==> src/rtl/neopixel_rx.sv <==
// neopixel_rx: WS2812 serial decoder that writes decoded bytes into a framebuffer-style RAM port.
// Optional NEOPIXEL_RX_PASSTHRU_EN adds DOUT, forwarding the stream after this cell's 24 bits.
`timescale 1ns/1ps
module neopixel_rx #(
  parameter int unsigned T1_MIN_CYC   = 8,
  parameter int unsigned GLITCH_CYC   = 2,
  parameter int unsigned HIGH_MAX_CYC = 20,
  parameter int unsigned RESET_CYC    = 600,
  parameter int unsigned MAX_BYTES    = 512
) (
  input  logic       CLK,
  input  logic       RST_N,
  input  logic       DIN,
  output logic [8:0] WADDR,
  output logic [7:0] WDATA,
  output logic       WE,
  output logic       FRAME_DONE,
  output logic [9:0] FRAME_BYTES,
  output logic       ERR
`ifdef NEOPIXEL_RX_PASSTHRU_EN
  ,
  output logic       DOUT
`endif
);

  localparam int unsigned HW = $clog2(HIGH_MAX_CYC + 2);
  localparam int unsigned LW = $clog2(RESET_CYC + 1);
  localparam logic [HW-1:0] HSAT = HW'(HIGH_MAX_CYC + 1);
  localparam logic [LW-1:0] LSAT = LW'(RESET_CYC);

  typedef enum logic [1:0] {WAIT_GAP, IDLE, HIGH, LOW} state_e;

  state_e        state_q;
  logic          din_meta_q, ds_q;
  logic [HW-1:0] hcnt_q, hcnt_d;
  logic [LW-1:0] lcnt_q, lcnt_d;
  logic [2:0]    bitcnt_q;
  logic [7:0]    shift_q, shift_d;
  logic [9:0]    bytes_q;
  logic [8:0]    waddr_q;
  logic [7:0]    wdata_q;
  logic          we_q, done_q, err_q;
  logic [9:0]    fbytes_q;
  logic          gap_hit, bit_ok;

  always_comb begin
    hcnt_d  = (hcnt_q == HSAT) ? hcnt_q : hcnt_q + HW'(1);
    lcnt_d  = (lcnt_q == LSAT) ? lcnt_q : lcnt_q + LW'(1);
    shift_d = {shift_q[6:0], (hcnt_q >= HW'(T1_MIN_CYC))};
    gap_hit = !ds_q && (lcnt_d == LSAT);
    bit_ok  = (state_q == HIGH) && !ds_q && (hcnt_q >= HW'(GLITCH_CYC));
  end

  always_ff @(posedge CLK or negedge RST_N) begin
    if (!RST_N) begin
      state_q    <= WAIT_GAP;
      din_meta_q <= 1'b0;
      ds_q       <= 1'b0;
      hcnt_q     <= '0;
      lcnt_q     <= '0;
      bitcnt_q   <= '0;
      shift_q    <= '0;
      bytes_q    <= '0;
      waddr_q    <= '0;
      wdata_q    <= '0;
      we_q       <= 1'b0;
      done_q     <= 1'b0;
      err_q      <= 1'b0;
      fbytes_q   <= '0;
    end else begin
      din_meta_q <= DIN;
      ds_q       <= din_meta_q;
      we_q       <= 1'b0;
      done_q     <= 1'b0;
      unique case (state_q)
        WAIT_GAP: begin
          if (ds_q) begin
            lcnt_q <= '0;
          end else if (gap_hit) begin
            lcnt_q  <= '0;
            state_q <= IDLE;
          end else begin
            lcnt_q <= lcnt_d;
          end
        end
        IDLE: begin
          if (ds_q) begin
            state_q  <= HIGH;
            hcnt_q   <= HW'(1);
            err_q    <= 1'b0;
            bitcnt_q <= '0;
            shift_q  <= '0;
            bytes_q  <= '0;
          end
        end
        HIGH: begin
          if (ds_q) begin
            if (hcnt_d == HSAT) begin
              err_q   <= 1'b1;
              lcnt_q  <= '0;
              state_q <= WAIT_GAP;
            end else begin
              hcnt_q <= hcnt_d;
            end
          end else if (!bit_ok) begin
            err_q   <= 1'b1;
            lcnt_q  <= '0;
            state_q <= WAIT_GAP;
          end else begin
            shift_q  <= shift_d;
            bitcnt_q <= bitcnt_q + 3'd1;
            lcnt_q   <= LW'(1);
            state_q  <= LOW;
            // Bytes past the buffer end are dropped; the count saturates there.
            if (bitcnt_q == 3'd7) begin
              if (bytes_q < 10'(MAX_BYTES)) begin
                we_q    <= 1'b1;
                waddr_q <= bytes_q[8:0];
                wdata_q <= shift_d;
                bytes_q <= bytes_q + 10'd1;
              end else begin
                err_q <= 1'b1;
              end
            end
          end
        end
        LOW: begin
          if (ds_q) begin
            hcnt_q  <= HW'(1);
            state_q <= HIGH;
          end else if (gap_hit) begin
            done_q   <= 1'b1;
            fbytes_q <= bytes_q;
            if (bitcnt_q != 3'd0) err_q <= 1'b1;
            bitcnt_q <= '0;
            shift_q  <= '0;
            bytes_q  <= '0;
            lcnt_q   <= '0;
            state_q  <= IDLE;
          end else begin
            lcnt_q <= lcnt_d;
          end
        end
        default: state_q <= WAIT_GAP;
      endcase
    end
  end

  assign WADDR       = waddr_q;
  assign WDATA       = wdata_q;
  assign WE          = we_q;
  assign FRAME_DONE  = done_q;
  assign FRAME_BYTES = fbytes_q;
  assign ERR         = err_q;

`ifdef NEOPIXEL_RX_PASSTHRU_EN
  logic [4:0] pcnt_q;
  logic       pass_q;

  // Forwarding opens after bit 23's falling edge and closes on every return to IDLE.
  always_ff @(posedge CLK or negedge RST_N) begin
    if (!RST_N) begin
      pcnt_q <= '0;
      pass_q <= 1'b0;
    end else if ((state_q == WAIT_GAP || state_q == LOW) && gap_hit) begin
      pcnt_q <= '0;
      pass_q <= 1'b0;
    end else if (bit_ok && !pass_q) begin
      if (pcnt_q == 5'd23) pass_q <= 1'b1;
      else                 pcnt_q <= pcnt_q + 5'd1;
    end
  end

  assign DOUT = pass_q & ds_q;
`endif

endmodule

==> config.mk <==
export PLATFORM = sky130hd
export DESIGN_NAME = neopixel_rx
export DESIGN_NICKNAME = d
export VERILOG_FILES = /design/src/rtl/neopixel_rx.sv
export SDC_FILE = /design/constraint.sdc
export NUM_CORES = 1
export LEC_CHECK = 0
export BUFFER_PORTS_ARGS = -buffer_cell sky130_fd_sc_hd__buf_2
export CAP_MARGIN = 10
export CORE_MARGIN = 10
export CORE_UTILIZATION = 46
export DETAILED_ROUTE_END_ITERATION = 12
export GPL_TIMING_DRIVEN = 1
export HOLD_SLACK_MARGIN = 0.06
export PLACE_DENSITY = 0.68
export SLEW_MARGIN = 20
export SYNTH_ARGS = -nofsm -noshare
export SYNTH_HDL_FRONTEND = slang
export SYNTH_SLANG_ARGS = --single-unit
==> constraint.sdc <==
create_clock -name CLK -period 5 [get_ports CLK]
set_clock_uncertainty 0.1 [all_clocks]
set_input_delay 0.5 -clock CLK [delete_from_list [all_inputs] [get_ports CLK]]
set_output_delay 0.5 -clock CLK [all_outputs]
set_load 0.03 [all_outputs]
==> implementation parameters <==
Parameter                              Value

Status
  Result of the run ... complete, no violations

Synthesis
  Post-synthesis async set-or-reset flop share ... 100.0%
  Post-synthesis cell area ... 3436 um^2
  Most frequent cells after synthesis ... sky130_fd_sc_hd__nand2_1, sky130_fd_sc_hd__dfrtp_1, sky130_fd_sc_hd__nor2_1, sky130_fd_sc_hd__a21oi_1, sky130_fd_sc_hd__nand3_1
  Fraction of synthesized cell area taken by the top area cell type ... 50.25%
  Library cell with the highest instance count after synthesis ... sky130_fd_sc_hd__nand2_1
  EDFF count, synth ... 0
  Fraction of synthesized cell area in xor and xnor cells ... 3.824%
  Post-synthesis instance total ... 358
  Avg Cell Area, Syn ... 9.597 um^2
  Biggest area consumer among synthesized cells ... sky130_fd_sc_hd__dfrtp_1
  Fraction of the mapped netlist area in simple logic gates ... 20.90%
  Combinational family with the most area after synthesis ... simple AND/OR/NAND/NOR gates
  Mapped Nets ... 370
  Post-synthesis register bit count ... 69
  Synthesis warning total ... 0
  Share of the yosys chip area belonging to registers ... 50.25%
  Prevailing post-synth register cell ... sky130_fd_sc_hd__dfrtp_1
  Multiplexer share of the synthesized area ... 6.519%
  Complex-gate fraction of the synthesized area ... 11.40%
  Number of distinct library cells after synthesis ... 53
  Fraction of the mapped netlist area in adder cells ... 3.277%
  Biggest area contributors in the synthesized netlist ... sky130_fd_sc_hd__dfrtp_1, sky130_fd_sc_hd__nand2_1, sky130_fd_sc_hd__mux2_2, sky130_fd_sc_hd__ha_1, sky130_fd_sc_hd__mux2i_1

Floorplanning
  Chip Width ... 106.4 um
  Boundary pin count ... 33
  Floorplan Core Area ... 7253 um^2
  Count of standard-cell rows ... 31
  Total Die Area ... 11330 um^2
  Die boundary height ... 106.4 um
  Initial cell density of the core ... 47.37%

Clock network
  Gates resized, CTS repair ... 0
  Clock insertion delay at the later pin of the skew report ... 340 ps
  Sink Count ... 69
  Clock buffers created by TritonCTS ... 9
  H-Tree Level Count ... 3
  Setup Fix Bufs, Post-CTS ... 0
  CTS tree ... built
  Number of buffers added to fix hold violations after cts ... 0
  Clock tree root driver cell ... sky130_fd_sc_hd__clkbuf_8
  CTS max path bufs ... 2
  Clock transition at path regs ... 80 ps

Critical path
  End point of the critical path ... FRAME_BYTES[9]
  Biggest fanout along the worst timing path ... 14
  WP data arrival ... 3430 ps
  Worst reg2reg endpoint ... FRAME_BYTES[9]
  Flop2flop setup slack ... 1690 ps
  Worst Reg-to-Reg Cells ... 7
  Start point of the critical path ... lcnt_q[0]
  Class of the most critical setup path ... reg2reg
  Required time at the worst-slack endpoint ... 5120 ps
  Critical Path End Type ... flop
  RR Startpoint ... lcnt_q[0]
  Kind of start point of the critical path ... flop

Route
  Antenna-violating nets left ... 0
  Length of the first detailed-routing pass in iterations ... 4
  DRC marker count from the first detailed-route iteration ... 133
  Via-to-Cell Ratio ... 5.427
  DRC violations left ... 0
  DR WL/cell ... 15.08 um
  Routed wire length ... 7373 um
  Number of vias after detailed routing ... 2654

Hold path
  Launch instance of the worst min-delay path ... DIN
  Tightest Hold Check Type ... in2reg

Timing
  Aggregate negative setup slack ... 0 ps
  Setup repair after global routing missed its margin ... no
  Measured slew at the worst slew-check pin ... 885.0 ps
  Max Clock Freq ... 302.1 MHz
  Min Clock Period, post-route ... 3310 ps
  Setup violators final ... 0
  Count of endpoints failing hold in the final timing report ... 0
  Max-slew headroom at the worst pin ... 41.00%
  Total count of max-transition violations in the final report ... 0
  Post-route fraction of the period consumed by the critical path ... 66.21%

Placement
  Global placement routability congestion ... 0.8746
  Total of buffers placed on input and output ports ... 32
  Cell count after placement ... 473
  Detailed-placement wirelength estimate ... 4980 um

Power and ir drop
  Pwr per Cell Area ... 276.4 nW/um^2
  Leakage ... 1.870 nW
  Maximum resistive drop on vdd ... 111.5 uV

Finish
  Area growth from synthesis to layout ... 12.27%
  Layout net count ... 397
  Antenna cell count ... 0
  Final non-filler cell total ... 489
  Layout cell share with drive strength beyond 1 ... 17.44%

Global routing
  Via count of the first global-routing pass ... 2668
  Wire length of the first global-routing pass ... 12900 um
  Global routing usage summed across all routing layers ... 13.80%
  Initial antenna violation count ... 0
  Pin count of the biggest net entering global routing ... 70
  Global-route congestion overflow total ... 0

Run
  Count of max-cap constraint violations ... 0
## flip-flops by register name, summed over array words and instances, names as in the netlist, 2 cells and up
| signal | cells |
|---|---|
| FRAME_BYTES | 10 |
| WADDR | 9 |
| WDATA | 8 |
| bitcnt_q | 3 |
| bytes_q | 10 |
| hcnt_q | 5 |
| lcnt_q | 10 |
| shift_q | 7 |
| state_q | 2 |
## placed cells by master (no fill, tap or decap), types with 3 or more instances in the layout
cell type                   instances
sky130_fd_sc_hd__o22ai_1            4
sky130_fd_sc_hd__o211ai_1           5
sky130_fd_sc_hd__and3_1             5
sky130_fd_sc_hd__nand4_1            7
sky130_fd_sc_hd__mux2i_1           10
sky130_fd_sc_hd__a22o_1             3
sky130_fd_sc_hd__inv_1             11
sky130_fd_sc_hd__dfrtp_1           69
sky130_fd_sc_hd__o2bb2ai_1          3
sky130_fd_sc_hd__nor3_1             5
sky130_fd_sc_hd__xnor2_1            4
sky130_fd_sc_hd__ha_1               9
sky130_fd_sc_hd__xor2_1            11
sky130_fd_sc_hd__nor2_1            25
sky130_fd_sc_hd__nand3_1           14
sky130_fd_sc_hd__buf_2             32
sky130_fd_sc_hd__mux2_2            11
sky130_fd_sc_hd__or3_1              4
sky130_fd_sc_hd__a21oi_1           13
sky130_fd_sc_hd__nand2_1           80
sky130_fd_sc_hd__o21ai_0           11
sky130_fd_sc_hd__clkbuf_8          10
## final cells by class
| cell class | instances | area [um^2] |
|---|---|---|
| Tap cell | 99 | 123.9 |
| Sequential cell | 69 | 1727 |
| Clock buffer | 10 | 137.6 |
| Clock inverter | 6 | 67.56 |
| Multi-Input combinational cell | 258 | 1582 |
| Timing Repair Buffer | 33 | 167.7 |
| Inverter | 14 | 52.55 |
| Fill cell | 670 | 3396 |
## where the power goes
| group | internal [mW] | switching, mW |
|---|---|---|
| Sequential | 0.560 | 0.00540 |
| Clock | 0.247 | 0.226 |
| Combinational | 0.00787 | 0.0199 |
| Total | 0.815 | 0.251 |
## kinds of logic (layout without fill, tap and decap cells)
kind of cell,after synthesis,in the layout
DFF,69,69
muxes,21,21
AOI/OAI and AO/OA,57,57
buffers and inverters,31,63
adders and majority gates,9,9
and+or+nand+nor,156,156
xor gates and xnor gates,15,15
## worst max-delay path, cell delays in order, from the launching register on
cell	delay, ps
sky130_fd_sc_hd__dfrtp_1	480
sky130_fd_sc_hd__inv_1	110
sky130_fd_sc_hd__ha_1	320
sky130_fd_sc_hd__or3_1	330
sky130_fd_sc_hd__a2111oi_2	340
sky130_fd_sc_hd__nand3_1	490
sky130_fd_sc_hd__nor3_4	620
sky130_fd_sc_hd__mux2_2	400
## worst min-delay path by stage
stage / cells past startpoint / endpoint / slack [ps]
after detailed placement: 0 / ds_q / 240
after global routing: 1 / din_meta_q / 140
after CTS: 1 / din_meta_q / 140
after global placement: 0 / ds_q / 230
after floorplan: 0 / ERR / 100
final: 1 / din_meta_q / 160
## layer usage
layer,part of all wire (%),up-vias,track usage [%]
li1,-,1296,-
met1,47,1297,18.11
met2,46,48,20.94
met3,4.7,13,3.382
met4,2.2,0,6.480
met5,0,-,0
## through the flow
| step | worst slack (ps) | hold slack [ps] | utilization [%] | total power, mW | area (um^2) |
|---|---|---|---|---|---|
| detailed placement | 1439 | 240.5 | 50.30 | 0.6047 | 3649 |
| global route | 1500 | 143.0 | 53.18 | 1.105 | 3857 |
| floorplan | 2379 | 104.4 | - | 0.5888 | 3436 |
| global placement | 1561 | 233.8 | 50.30 | 0.6037 | 3649 |
| CTS | 1430 | 142.8 | 53.13 | 1.074 | 3854 |
| finish | 1690 | 158.3 | 53.18 | 1.066 | 3857 |
No activity file was read; power rests on OpenSTA's default activity.
